`config.mk`:
```
export PLATFORM = sky130hd
export DESIGN_NAME = dmem_port_arbiter_flat
export DESIGN_NICKNAME = d
export VERILOG_FILES = /design/src/rtl/dmem_port_if.sv /design/src/rtl/dmem_port_arbiter.sv /design/src/flat_wrapper.sv
export SDC_FILE = /design/constraint.sdc
export NUM_CORES = 1
export LEC_CHECK = 0
export CAP_MARGIN = 20
export CORE_AREA = 4 4 87 89
export CTS_BUF_LIST = sky130_fd_sc_hd__clkbuf_16
export DETAILED_ROUTE_END_ITERATION = 10
export DIE_AREA = 0 0 91 93
export HOLD_SLACK_MARGIN = 0.02
export PLACE_DENSITY = 0.88
export SLEW_MARGIN = 20
export SYNTH_ARGS = -nofsm -noshare
export SYNTH_HDL_FRONTEND = slang
export SYNTH_SLANG_ARGS = --single-unit
```
`constraint.sdc`:
```
create_clock -name clk -period 3.25 [get_ports clk]
set_input_delay 0.65 -clock clk [delete_from_list [all_inputs] [get_ports clk]]
set_output_delay 0.65 -clock clk [all_outputs]
set_load 0.05 [all_outputs]
```
`src/rtl/dmem_port_if.sv`:
```
// dmem_port_if: CPU/writeback request-grant bundle and single data-memory port of dmem_port_arbiter
interface dmem_port_if #(
   parameter int ADDR_W = 13,
   parameter int DATA_W = 16
);
   logic              req_0, req_1, we_0, we_1;
   logic [ADDR_W-1:0] addr_0, addr_1;
   logic [DATA_W-1:0] wdata_0, wdata_1;
   logic              wb_req;
   logic [ADDR_W-1:0] wb_addr;
   logic [DATA_W-1:0] wb_data;
   logic              gnt_0, gnt_1, gnt_wb;
   logic              done_0, done_1, done_wb;
   logic [DATA_W-1:0] rdata;
   logic              err, busy;
   logic              mem_re, mem_we;
   logic [ADDR_W-1:0] mem_addr;
   logic [DATA_W-1:0] mem_wdata;
   logic [DATA_W-1:0] mem_rdata;
   logic              mem_rdy;
   modport master (
      input  req_0, req_1, we_0, we_1, addr_0, addr_1, wdata_0, wdata_1,
      input  wb_req, wb_addr, wb_data,
      output gnt_0, gnt_1, gnt_wb, done_0, done_1, done_wb, rdata, err, busy,
      output mem_re, mem_we, mem_addr, mem_wdata,
      input  mem_rdata, mem_rdy
   );
   modport slave (
      output req_0, req_1, we_0, we_1, addr_0, addr_1, wdata_0, wdata_1,
      output wb_req, wb_addr, wb_data,
      input  gnt_0, gnt_1, gnt_wb, done_0, done_1, done_wb, rdata, err, busy,
      input  mem_re, mem_we, mem_addr, mem_wdata,
      output mem_rdata, mem_rdy
   );
endinterface

```
`src/rtl/dmem_port_arbiter.sv`:
```
// dmem_port_arbiter: shares one data-memory port among CPU0, CPU1 and coherence writebacks (wb first, CPUs round-robin).
// Defining DMEM_ARB_TIMEOUT_EN adds a TIMEOUT_CYC-cycle WAIT abort reported on err.
module dmem_port_arbiter #(
   parameter int ADDR_W = 13,
   parameter int DATA_W = 16
`ifdef DMEM_ARB_TIMEOUT_EN
   , parameter int TIMEOUT_CYC = 64
`endif
) (
   input logic clk,
   input logic rst_n,
   dmem_port_if.master bus
);
   typedef enum logic [1:0] {IDLE, ISSUE, WAIT, DONE} state_t;
   state_t            state, state_nxt;
   logic [2:0]        gnt, gnt_nxt;
   logic              we_q, last_cpu, tmo;
   logic              any_req, pick_0, pick_1;
   logic [ADDR_W-1:0] addr_q;
   logic [DATA_W-1:0] wdata_q, rdata_q;
   // last_cpu = 1 means CPU1 was served last, so CPU0 wins a tie
   assign any_req = bus.wb_req | bus.req_0 | bus.req_1;
   assign pick_0  = !bus.wb_req & bus.req_0 & (!bus.req_1 | last_cpu);
   assign pick_1  = !bus.wb_req & bus.req_1 & !pick_0;
   always_ff @(posedge clk or negedge rst_n)
      if (!rst_n) state <= IDLE;
      else state <= state_nxt;
   always_comb begin
      state_nxt = state == IDLE  ? (any_req ? ISSUE : IDLE) :
                  state == ISSUE ? WAIT :
                  state == WAIT  ? ((bus.mem_rdy | tmo) ? DONE : WAIT) : IDLE;
      gnt_nxt   = state == IDLE ? {bus.wb_req, pick_1, pick_0} :
                  state == DONE ? 3'b000 : gnt;
   end
   always_ff @(posedge clk or negedge rst_n)
      if (!rst_n) begin
         gnt      <= '0;
         we_q     <= 1'b0;
         addr_q   <= '0;
         wdata_q  <= '0;
         rdata_q  <= '0;
         last_cpu <= 1'b1;
      end else begin
         gnt <= gnt_nxt;
         if (state == IDLE && any_req) begin
            we_q    <= bus.wb_req | (pick_0 ? bus.we_0 : bus.we_1);
            addr_q  <= bus.wb_req ? bus.wb_addr : pick_0 ? bus.addr_0 : bus.addr_1;
            wdata_q <= bus.wb_req ? bus.wb_data : pick_0 ? bus.wdata_0 : bus.wdata_1;
         end
         if (tmo) rdata_q <= '0;
         else if (state == WAIT && bus.mem_rdy && !we_q) rdata_q <= bus.mem_rdata;
         if (state == DONE && !gnt[2]) last_cpu <= gnt[1];
      end
`ifdef DMEM_ARB_TIMEOUT_EN
   localparam int CNT_W = $clog2(TIMEOUT_CYC + 1);
   logic [CNT_W-1:0] cnt;
   logic             err_q;
   // counter idles at zero outside WAIT, so it is clear on every WAIT entry
   assign tmo = state == WAIT && !bus.mem_rdy && cnt == CNT_W'(TIMEOUT_CYC - 1);
   always_ff @(posedge clk or negedge rst_n)
      if (!rst_n) begin
         cnt   <= '0;
         err_q <= 1'b0;
      end else begin
         cnt   <= state == WAIT ? cnt + 1'b1 : '0;
         err_q <= tmo;
      end
   assign bus.err = err_q;
`else
   assign tmo     = 1'b0;
   assign bus.err = 1'b0;
`endif
   assign bus.gnt_0     = gnt[0];
   assign bus.gnt_1     = gnt[1];
   assign bus.gnt_wb    = gnt[2];
   assign bus.done_0    = state == DONE && gnt[0];
   assign bus.done_1    = state == DONE && gnt[1];
   assign bus.done_wb   = state == DONE && gnt[2];
   assign bus.busy      = state != IDLE;
   assign bus.mem_re    = state == ISSUE && !we_q;
   assign bus.mem_we    = state == ISSUE && we_q;
   assign bus.mem_addr  = addr_q;
   assign bus.mem_wdata = wdata_q;
   assign bus.rdata     = rdata_q;
endmodule

```
`src/flat_wrapper.sv`:
```
// flat-port wrapper written by rule: the top's interface ports become plain ports
module dmem_port_arbiter_flat 
#(
   parameter int ADDR_W = 13,
   parameter int DATA_W = 16

)
  (clk, rst_n, bus_req_0, bus_req_1, bus_we_0, bus_we_1, bus_addr_0, bus_addr_1, bus_wdata_0, bus_wdata_1, bus_wb_req, bus_wb_addr, bus_wb_data, bus_gnt_0, bus_gnt_1, bus_gnt_wb, bus_done_0, bus_done_1, bus_done_wb, bus_rdata, bus_err, bus_busy, bus_mem_re, bus_mem_we, bus_mem_addr, bus_mem_wdata, bus_mem_rdata, bus_mem_rdy);
  dmem_port_if #(.ADDR_W(ADDR_W), .DATA_W(DATA_W)) bus_i ();
  input logic clk;
  input logic rst_n;
  input wire logic [$bits(bus_i.req_0)-1:0] bus_req_0;
  input wire logic [$bits(bus_i.req_1)-1:0] bus_req_1;
  input wire logic [$bits(bus_i.we_0)-1:0] bus_we_0;
  input wire logic [$bits(bus_i.we_1)-1:0] bus_we_1;
  input wire logic [$bits(bus_i.addr_0)-1:0] bus_addr_0;
  input wire logic [$bits(bus_i.addr_1)-1:0] bus_addr_1;
  input wire logic [$bits(bus_i.wdata_0)-1:0] bus_wdata_0;
  input wire logic [$bits(bus_i.wdata_1)-1:0] bus_wdata_1;
  input wire logic [$bits(bus_i.wb_req)-1:0] bus_wb_req;
  input wire logic [$bits(bus_i.wb_addr)-1:0] bus_wb_addr;
  input wire logic [$bits(bus_i.wb_data)-1:0] bus_wb_data;
  output wire logic [$bits(bus_i.gnt_0)-1:0] bus_gnt_0;
  output wire logic [$bits(bus_i.gnt_1)-1:0] bus_gnt_1;
  output wire logic [$bits(bus_i.gnt_wb)-1:0] bus_gnt_wb;
  output wire logic [$bits(bus_i.done_0)-1:0] bus_done_0;
  output wire logic [$bits(bus_i.done_1)-1:0] bus_done_1;
  output wire logic [$bits(bus_i.done_wb)-1:0] bus_done_wb;
  output wire logic [$bits(bus_i.rdata)-1:0] bus_rdata;
  output wire logic [$bits(bus_i.err)-1:0] bus_err;
  output wire logic [$bits(bus_i.busy)-1:0] bus_busy;
  output wire logic [$bits(bus_i.mem_re)-1:0] bus_mem_re;
  output wire logic [$bits(bus_i.mem_we)-1:0] bus_mem_we;
  output wire logic [$bits(bus_i.mem_addr)-1:0] bus_mem_addr;
  output wire logic [$bits(bus_i.mem_wdata)-1:0] bus_mem_wdata;
  input wire logic [$bits(bus_i.mem_rdata)-1:0] bus_mem_rdata;
  input wire logic [$bits(bus_i.mem_rdy)-1:0] bus_mem_rdy;
  assign bus_i.req_0 = bus_req_0;
  assign bus_i.req_1 = bus_req_1;
  assign bus_i.we_0 = bus_we_0;
  assign bus_i.we_1 = bus_we_1;
  assign bus_i.addr_0 = bus_addr_0;
  assign bus_i.addr_1 = bus_addr_1;
  assign bus_i.wdata_0 = bus_wdata_0;
  assign bus_i.wdata_1 = bus_wdata_1;
  assign bus_i.wb_req = bus_wb_req;
  assign bus_i.wb_addr = bus_wb_addr;
  assign bus_i.wb_data = bus_wb_data;
  assign bus_gnt_0 = bus_i.gnt_0;
  assign bus_gnt_1 = bus_i.gnt_1;
  assign bus_gnt_wb = bus_i.gnt_wb;
  assign bus_done_0 = bus_i.done_0;
  assign bus_done_1 = bus_i.done_1;
  assign bus_done_wb = bus_i.done_wb;
  assign bus_rdata = bus_i.rdata;
  assign bus_err = bus_i.err;
  assign bus_busy = bus_i.busy;
  assign bus_mem_re = bus_i.mem_re;
  assign bus_mem_we = bus_i.mem_we;
  assign bus_mem_addr = bus_i.mem_addr;
  assign bus_mem_wdata = bus_i.mem_wdata;
  assign bus_i.mem_rdata = bus_mem_rdata;
  assign bus_i.mem_rdy = bus_mem_rdy;
  dmem_port_arbiter #(.ADDR_W(ADDR_W), .DATA_W(DATA_W)) u_core (.clk(clk), .rst_n(rst_n), .bus(bus_i));
endmodule
```
* Word-level counts from Yosys, hierarchy flattened
Cells that the tools add are included.
Widths: inputs -> output; s select.
** Storage, ports and cells
- Bits in writable memories :: 0
- Latch bits :: 0
- Memories kept :: 0
- Flip-flop bits (word level) :: 52
- Word-level logic and storage cells :: 47
- Output and inout bits :: 55
- ROM bits :: 0
** Operators by class
- Multipliers :: 0
- Eq/ne operators :: 3
- Add/sub/neg operators :: 0
- Reductions and logical operators :: 17
- Div/mod/pow operators :: 0
- Mux-type cells :: 12
- Bitwise gates (word level) :: 8
- Shifts and indexed selects :: 0
- Magnitude comparators :: 0
** Operators with widths (number)
- $mux 16 :: 2
- $mux 13 :: 2
- $logic_and 1x1->1 :: 9
- $mux 2 :: 3
- $mux 3 :: 2
- $logic_not 1->1 :: 5
- $and 1x1->1 :: 4
- $eq 2x2->1 const B :: 2
- $or 1x1->1 :: 4
- $reduce_bool 2->1 :: 2
- $mux 1 :: 3
- $eq 2x1->1 const B :: 1
- $logic_not 2->1 :: 1

* Logic depth before layout (Yosys ltp)
Gate-level depths: netlist (run 1).
- Word-level depth :: 6
- Gate-level depth with buffers :: 8
- Gate-level depth less buffers :: 5

* Least setup slack after synthesis (run 1)
Ideal clock, no wire load.
- Kind :: register to output
- Start :: reg u_core.state[1]
- End :: out bus_mem_re
- Arrival :: 1327 ps
- Data required time :: 2600 ps
- Slack :: 1273 ps
- Cell stages (with the launch flop) :: 4
- Path through :: dfrtp_1 > inv_1 > ha_1 > nor2b_1
** Between the ends
- Cells in the longest elaborated chain, start to end :: 2
** Ends and longest elaborated chain
- start, declared :: line dmem_port_arbiter.sv:15 : state_t state, state_nxt;
- start signal, assigned :: line dmem_port_arbiter.sv:27 : else state <= state_nxt;
- $eq 2x1->1 :: line dmem_port_arbiter.sv:80 : assign bus.mem_re = state == ISSUE && !we_q;
- $logic_and 1x1->1 :: line dmem_port_arbiter.sv:80
- end, declared :: line flat_wrapper.sv:32 : output wire logic [$bits(bus_i.mem_re)-1:0] bus_mem_re;
Every way passes these cells.

* Worst setup path after layout (run 1)
- Start :: reg u_core.state[0]
- End :: out bus_busy
** Between the ends
- Cells in the longest elaborated chain, start to end :: 1
** Ends and longest elaborated chain
- $reduce_bool 2->1 :: line dmem_port_arbiter.sv:79 : assign bus.busy = state != IDLE;
- end, declared :: line flat_wrapper.sv:31 : output wire logic [$bits(bus_i.busy)-1:0] bus_busy;
Every way passes these cells.

==> impl_metrics.csv, run 1 <==
group,metric,value,unit
status,status,"finished clean",
yosys,ys_top_cells_by_area,"dfrtp_1 (50%), mux2i_1 (11%), mux2_2 (7.9%)",
critical_path,slowest_stage,"clkdlybuf4s50_1",
clocking,post-cts-setup-buffers,0,
timing,hold_viol,0,
global_routing,grt_use_total,17.2,%
floorplanning,initial_core_util,38.0,%
place,place_ws,742,ps
drt,drcViolationCount,0,
yosys,synth_edf_count,0,
global_routing,overflow,0,
floorplanning,rows,30,
clocking,cts_repair_resize_count,0,
clocking,cts_tree,"yes",
clocking,clkTransAtPathRegs,70,ps
timing,skew,8.33,ps
drt,via_per_inst,5.13,
yosys,yosys_warnings,0,
global_routing,grt_antenna_before_repair,0,
critical_path,slowest_delay,810,ps
clocking,h-tree-depth,2,
yosys,syn_nets,324,
critical_path,crit_chain,"inv_1 -> ha_1 -> inv_1 -> clkdlybuf4s50_1",
critical_path,worstPathRequired,2600,ps
finish,antennaDiodeCount,0,
timing,setup_slack,557,ps
critical_path,cp.buffers_inverters,3,
drt,via_count,2313,
floorplanning,die_w,91,um
drt,drtPass1Iterations,4,
timing,layout_min_cycle_time,2690,ps
global_routing,grt_pass1_vias,2378,
critical_path,crit_arrival,2040,ps
yosys,async_reset_ff_share,100,%
critical_path,crit_path_end_kind,"output pin",
yosys,synthDominantCellAreaShare,49.7,%
timing,timing.final.crit_share,82.9,%
finish,area_growth_syn_to_layout,70.4,%
timing,rsz0062_at_grt,"no",
clocking,cts_made_buffers,5,
floorplanning,dieArea,8460,um2
critical_path,path_common_cell,"inv_1",
clocking,insertion_delay,290,ps
timing,finalSetupViolCount,0,
finish,fin_util,64.8,%
power_and_ir_drop,ir_worst_vdd,0.000574,V
drt,drt_iter0_drc,47,
min_path,hold_path_class,"in2async",
timing,worstMarginPinSlew,770,ps
timing,clock.fmax,0.371,GHz
floorplanning,io_pins,166,
yosys,ys.flop_type,"dfrtp_1",
clocking,hold_buffers,0,
timing,max-slew-margin-rel,48.6,%
yosys,syn_inst,209,
finish,layout.nets,485,
drt,wl,7.65,mm
clocking,root_buffer,"clkbuf_16",
floorplanning,core-area,6760,um2
yosys,ys_types,29,
global_routing,grt_pass1_wl,11.6,mm
yosys,synth_seq_cells,52,
critical_path,cp_max_fo,10,
timing,holdWs,436,ps
drt,wire_per_inst,17.0,um
yosys,ys_seq_area_share,50.7,%
yosys,synth_area_leader_cell,"dfrtp_1",
floorplanning,die_h,93,um
finish,fillers,535,
power_and_ir_drop,power_density,985,nW/um2
timing,finalMaxSlewViolations,0,
place,io_buffer_count,164,
job,max-cap-violations,0,
finish,drive_gt1_share,10.5,%
yosys,syn_area_per_cell,12.3,um2
drt,drtAntennaViolNets,0,
global_routing,grt_max_degree,35,
power_and_ir_drop,power.leakage,1.96,nW
critical_path,cpLargestDelayFamily,"buffers and inverters",
critical_path,crit_type,"reg2out",
place,dpl.hpwl,6.00,mm
yosys,synth_area,2570,um2
timing,tns,0,ps
critical_path,cp-start-kind,"register",
clocking,clockBufferDepth,2,
place,gp_congestion,0.751,
critical_path,reg2reg_slack,1320,ps
clocking,cts.sink_count,52,
==> power breakdown <==
group	internal [mW]	total [mW]	leakage (nW)	switching, mW
clock network	0.291	0.540	0.0708	0.249
registers	0.965	1.13	0.636	0.167
logic	0.989	2.64	1.26	1.65
total	2.25	4.31	1.96	2.06
==> synth_stat cells (all sizes together), types with 2 or more instances <==
master,n
and3,6
inv,4
mux2i,29
o21ai,29
dfrtp,51
a21oi,6
and2,5
mux2,19
nand2,3
o31ai,3
ha,4
nor2b,2
a22oi,23
buf,15
==> cells in the final DEF (no fill, tap or decap), types with 2 or more instances in the layout <==
master,synthesis,routed
mux2i_1,29,29
buf_4,2,5
clkdlybuf4s50_1,0,163
nand2_1,3,3
dfrtp_1,51,51
mux2_2,18,18
inv_6,0,2
clkbuf_16,0,5
nor2b_1,2,2
o31ai_1,2,2
a21oi_1,6,6
ha_1,4,4
and3_1,6,6
inv_1,4,4
a22oi_1,23,23
and2_1,5,5
o21ai_1,29,29
==> final cells by class <==
cell class	count	area [um2]	share of cell area (%)
clock buffer	5	125	2.86
clock inverter	3	25.0	0.572
inverter	4	15.0	0.343
multi-input combinational	137	1110	25.5
sequential	52	1300	29.8
tap	80	100	2.29
timing repair buffer	170	1690	38.7
==> flip-flops by register name, summed over array words and instances, names as in the netlist <==
register	count
u_core.bus.mem_wdata	16
u_core.bus.rdata	16
u_core.bus.mem_addr	13
u_core.gnt	3
u_core.state	2
u_core.last_cpu	1
u_core.we_q	1
==> final timing paths <==
| kind | start | cells after the start | to |
|---|---|---|---|
| worst max-delay path | u_core.state[0]$_DFF_PN0_ | 4 | bus_busy |
| worst min-delay path | rst_n | 1 | u_core.bus.mem_addr[10]$_DFFE_PN0P_ |
| worst max register to register | u_core.state[0]$_DFF_PN0_ | 6 | u_core.we_q$_DFFE_PN0P_ |
| worst min register to register | u_core.bus.mem_addr[0]$_DFFE_PN0P_ | 2 | u_core.bus.mem_addr[0]$_DFFE_PN0P_ |
| max in group asynchronous | rst_n | 2 | u_core.bus.mem_addr[12]$_DFFE_PN0P_ |
| min in group clk | u_core.bus.mem_addr[0]$_DFFE_PN0P_ | 2 | u_core.bus.mem_addr[0]$_DFFE_PN0P_ |
==> metal layers <==
layer | GRT usage [%] | share of wire (%) | vias to the layer above
met5 | 0 | 0 | -
met4 | 3.02 | 0.48 | 0
met3 | 6.19 | 9.3 | 4
met2 | 31.9 | 51 | 111
met1 | 18.9 | 39 | 1112
li1 | - | - | 1086
==> cells by family (layout without fill, tap and decap cells) <==
family / Yosys count / in the layout / synth area share, %
DFF: 52 / 52 / 50.7
adders and majority gates: 4 / 4 / 1.95
muxes: 48 / 48 / 19.8
and+or+nand+nor: 21 / 21 / 5.60
AOI/OAI and AO/OA: 63 / 63 / 15.9
other: 1 / 1 / 0.146
buffers and inverters: 20 / 182 / 5.90
==> per-stage QoR <==
step,instance area (um2),power (mW),instances
CTS,4380,4.35,451
finish,4380,4.31,451
global placement,4230,3.75,443
global route,4380,4.51,451
detailed placement,4230,3.80,443
floorplan,2570,2.87,209
No activity file was read; power rests on OpenSTA's default activity.
==> run 2, diff against run 1 <==
- CORE_AREA: 4 4 87 89 -> 4 4 94 96
- DIE_AREA: 0 0 91 93 -> 0 0 98 100
- PLACE_DENSITY: 0.88 -> 0.8
- clock period: 3.25 -> 2.3 ns (I/O delays scaled with it)
==> run 2 against run 1 <==
Against the previous run:
- via count is 1.6% lower
- register-to-register slack worse by 690 ps
- largest cell class unchanged
- sequential share of layout area is 0.41 points lower
==> impl_metrics.csv, run 2 (same netlist as run 1, synthesis figures left out) <==
group,metric,value,unit
timing,clock.fmax,0.510,GHz
floorplanning,core-area,8050,um2
finish,layout_commonest_cell,"clkdlybuf4s50_1",
critical_path,slowest_delay,820,ps
floorplanning,io_pins,166,
drt,drtAntennaViolNets,0,
clocking,clockBufferDepth,2,
finish,drive_gt1_share,11.8,%
floorplanning,initial_core_util,31.9,%
clocking,cts_repair_resize_count,0,
finish,final_cell_mix,"clkdlybuf4s50_1 (157), dfrtp_1 (51), mux2i_1 (29), o21ai_1 (29), a22oi_1 (23)",
critical_path,crit_chain,"clkdlybuf4s50_1",
finish,layout.nets,486,
global_routing,grt_pass1_vias,2390,
timing,tns,0,ps
finish,antennaDiodeCount,0,
drt,drcViolationCount,0,
critical_path,cp.buffers_inverters,1,
critical_path,cp_max_fo,4,
critical_path,crit_type,"reg2out",
job,max-cap-violations,0,
timing,skew,4.77,ps
timing,rsz0062_at_grt,"no",
clocking,root_buffer,"clkbuf_16",
timing,layout_min_cycle_time,1960,ps
place,io_buffer_count,164,
timing,timing.final.crit_share,85.2,%
drt,drt_iter0_drc,53,
critical_path,r2r_cells,6,
finish,area_growth_syn_to_layout,72.8,%
drt,wire_per_inst,15.5,um
timing,finalSetupViolCount,0,
place,dpl.hpwl,5.92,mm
power_and_ir_drop,ir_worst_vdd,0.000688,V
drt,wl,7.41,mm
global_routing,grt_use_total,14.6,%
timing,max-slew-margin-rel,62.6,%
critical_path,crit_cells,1,
clocking,h-tree-depth,2,
floorplanning,die_w,98,um
place,placed_area,4270,um2
clocking,cts.sink_count,52,
finish,final_area,4440,um2
clocking,hold_buffers,0,
critical_path,worstPathRequired,1840,ps
place,gp_congestion,0.748,
global_routing,overflow,0,
critical_path,slowest_stage,"clkdlybuf4s50_1",
global_routing,grt_pass1_wl,11.5,mm
drt,via_per_inst,4.77,
timing,hold_viol,0,
clocking,cts_made_buffers,5,
critical_path,cp-start-kind,"register",
timing,finalMaxSlewViolations,0,
power_and_ir_drop,power.leakage,2.00,nW
drt,via_count,2275,
clocking,clkTransAtPathRegs,60,ps
power_and_ir_drop,power_density,1390,nW/um2
clocking,cts_tree,"yes",
timing,worstMarginPinSlew,561,ps
floorplanning,die_h,100,um
clocking,insertion_delay,280,ps
min_path,hold_path_class,"in2async",
critical_path,crit_path_end_kind,"output pin",
global_routing,grt_antenna_before_repair,0,
floorplanning,rows,33,
clocking,post-cts-setup-buffers,0,
global_routing,grt_max_degree,32,
critical_path,cpLargestDelayFamily,"buffers and inverters",
floorplanning,dieArea,9800,um2
status,status,"finished clean",
drt,drtPass1Iterations,4,
critical_path,crit_arrival,1500,ps
run 2: cell count changes in the layout (fill, tap and decap cells not counted), sizes merged:
cell / previous run / this run
inv: 6 / 4
buf: 7 / 14
clkinvlp: 1 / 0
clkdlybuf4s50: 163 / 157
clkinv: 0 / 2
bufinv: 0 / 1
run 2: path summary, 6_finish.rpt:
path | startpoint | to | slack (ps)
max | u_core.gnt[1]$_DFFE_PN0P_ | bus_gnt_1 | 340
min | rst_n | u_core.bus.mem_wdata[3]$_DFFE_PN0P_ | 160
max reg2reg | u_core.state[0]$_DFF_PN0_ | u_core.bus.mem_addr[12]$_DFFE_PN0P_ | 630
min reg2reg | u_core.bus.mem_addr[3]$_DFFE_PN0P_ | u_core.bus.mem_addr[3]$_DFFE_PN0P_ | 500
max in group asynchronous | rst_n | u_core.last_cpu$_DFFE_PN1P_ | 1520
min in group clk | u_core.bus.mem_addr[3]$_DFFE_PN0P_ | u_core.bus.mem_addr[3]$_DFFE_PN0P_ | 500
run 2: stage by stage:
| step | setup slack, ps | hold slack [ps] | total power, mW | cells | utilization [%] |
|---|---|---|---|---|---|
| floorplan | 513 | 164 | 4.06 | 209 | - |
| global placement | 193 | 476 | 5.32 | 469 | 53.1 |
| detailed placement | 122 | 482 | 5.40 | 469 | 53.1 |
| CTS | 319 | 175 | 6.23 | 477 | 55.1 |
| global route | 276 | 201 | 6.48 | 477 | 55.1 |
| finish | 340 | 163 | 6.16 | 477 | 55.1 |
run 2: final cells by class:
cell class / instances / area, um2
clock buffer: 5 / 125
multi-input combinational: 137 / 1110
fill: 744 / 3610
inverter: 4 / 15.0
tap: 105 / 131
clock inverter: 3 / 37.5
sequential: 52 / 1300
timing repair buffer: 171 / 1710
run 2: routing by layer:
layer / up-vias / wire (um) / global-route usage, %
li1: 1085 / - / -
met5: - / 0 / 0
met2: 105 / 3870 / 25.7
met3: 8 / 667 / 4.93
met1: 1077 / 2780 / 16.8
met4: 0 / 89 / 4.58
run 2: where the power goes:
group          switching, mW  internal (mW)  total [mW]
logic                   2.34           1.41        3.75
clock network          0.306          0.506       0.811
registers              0.239           1.37        1.60
total                   2.88           3.28        6.16
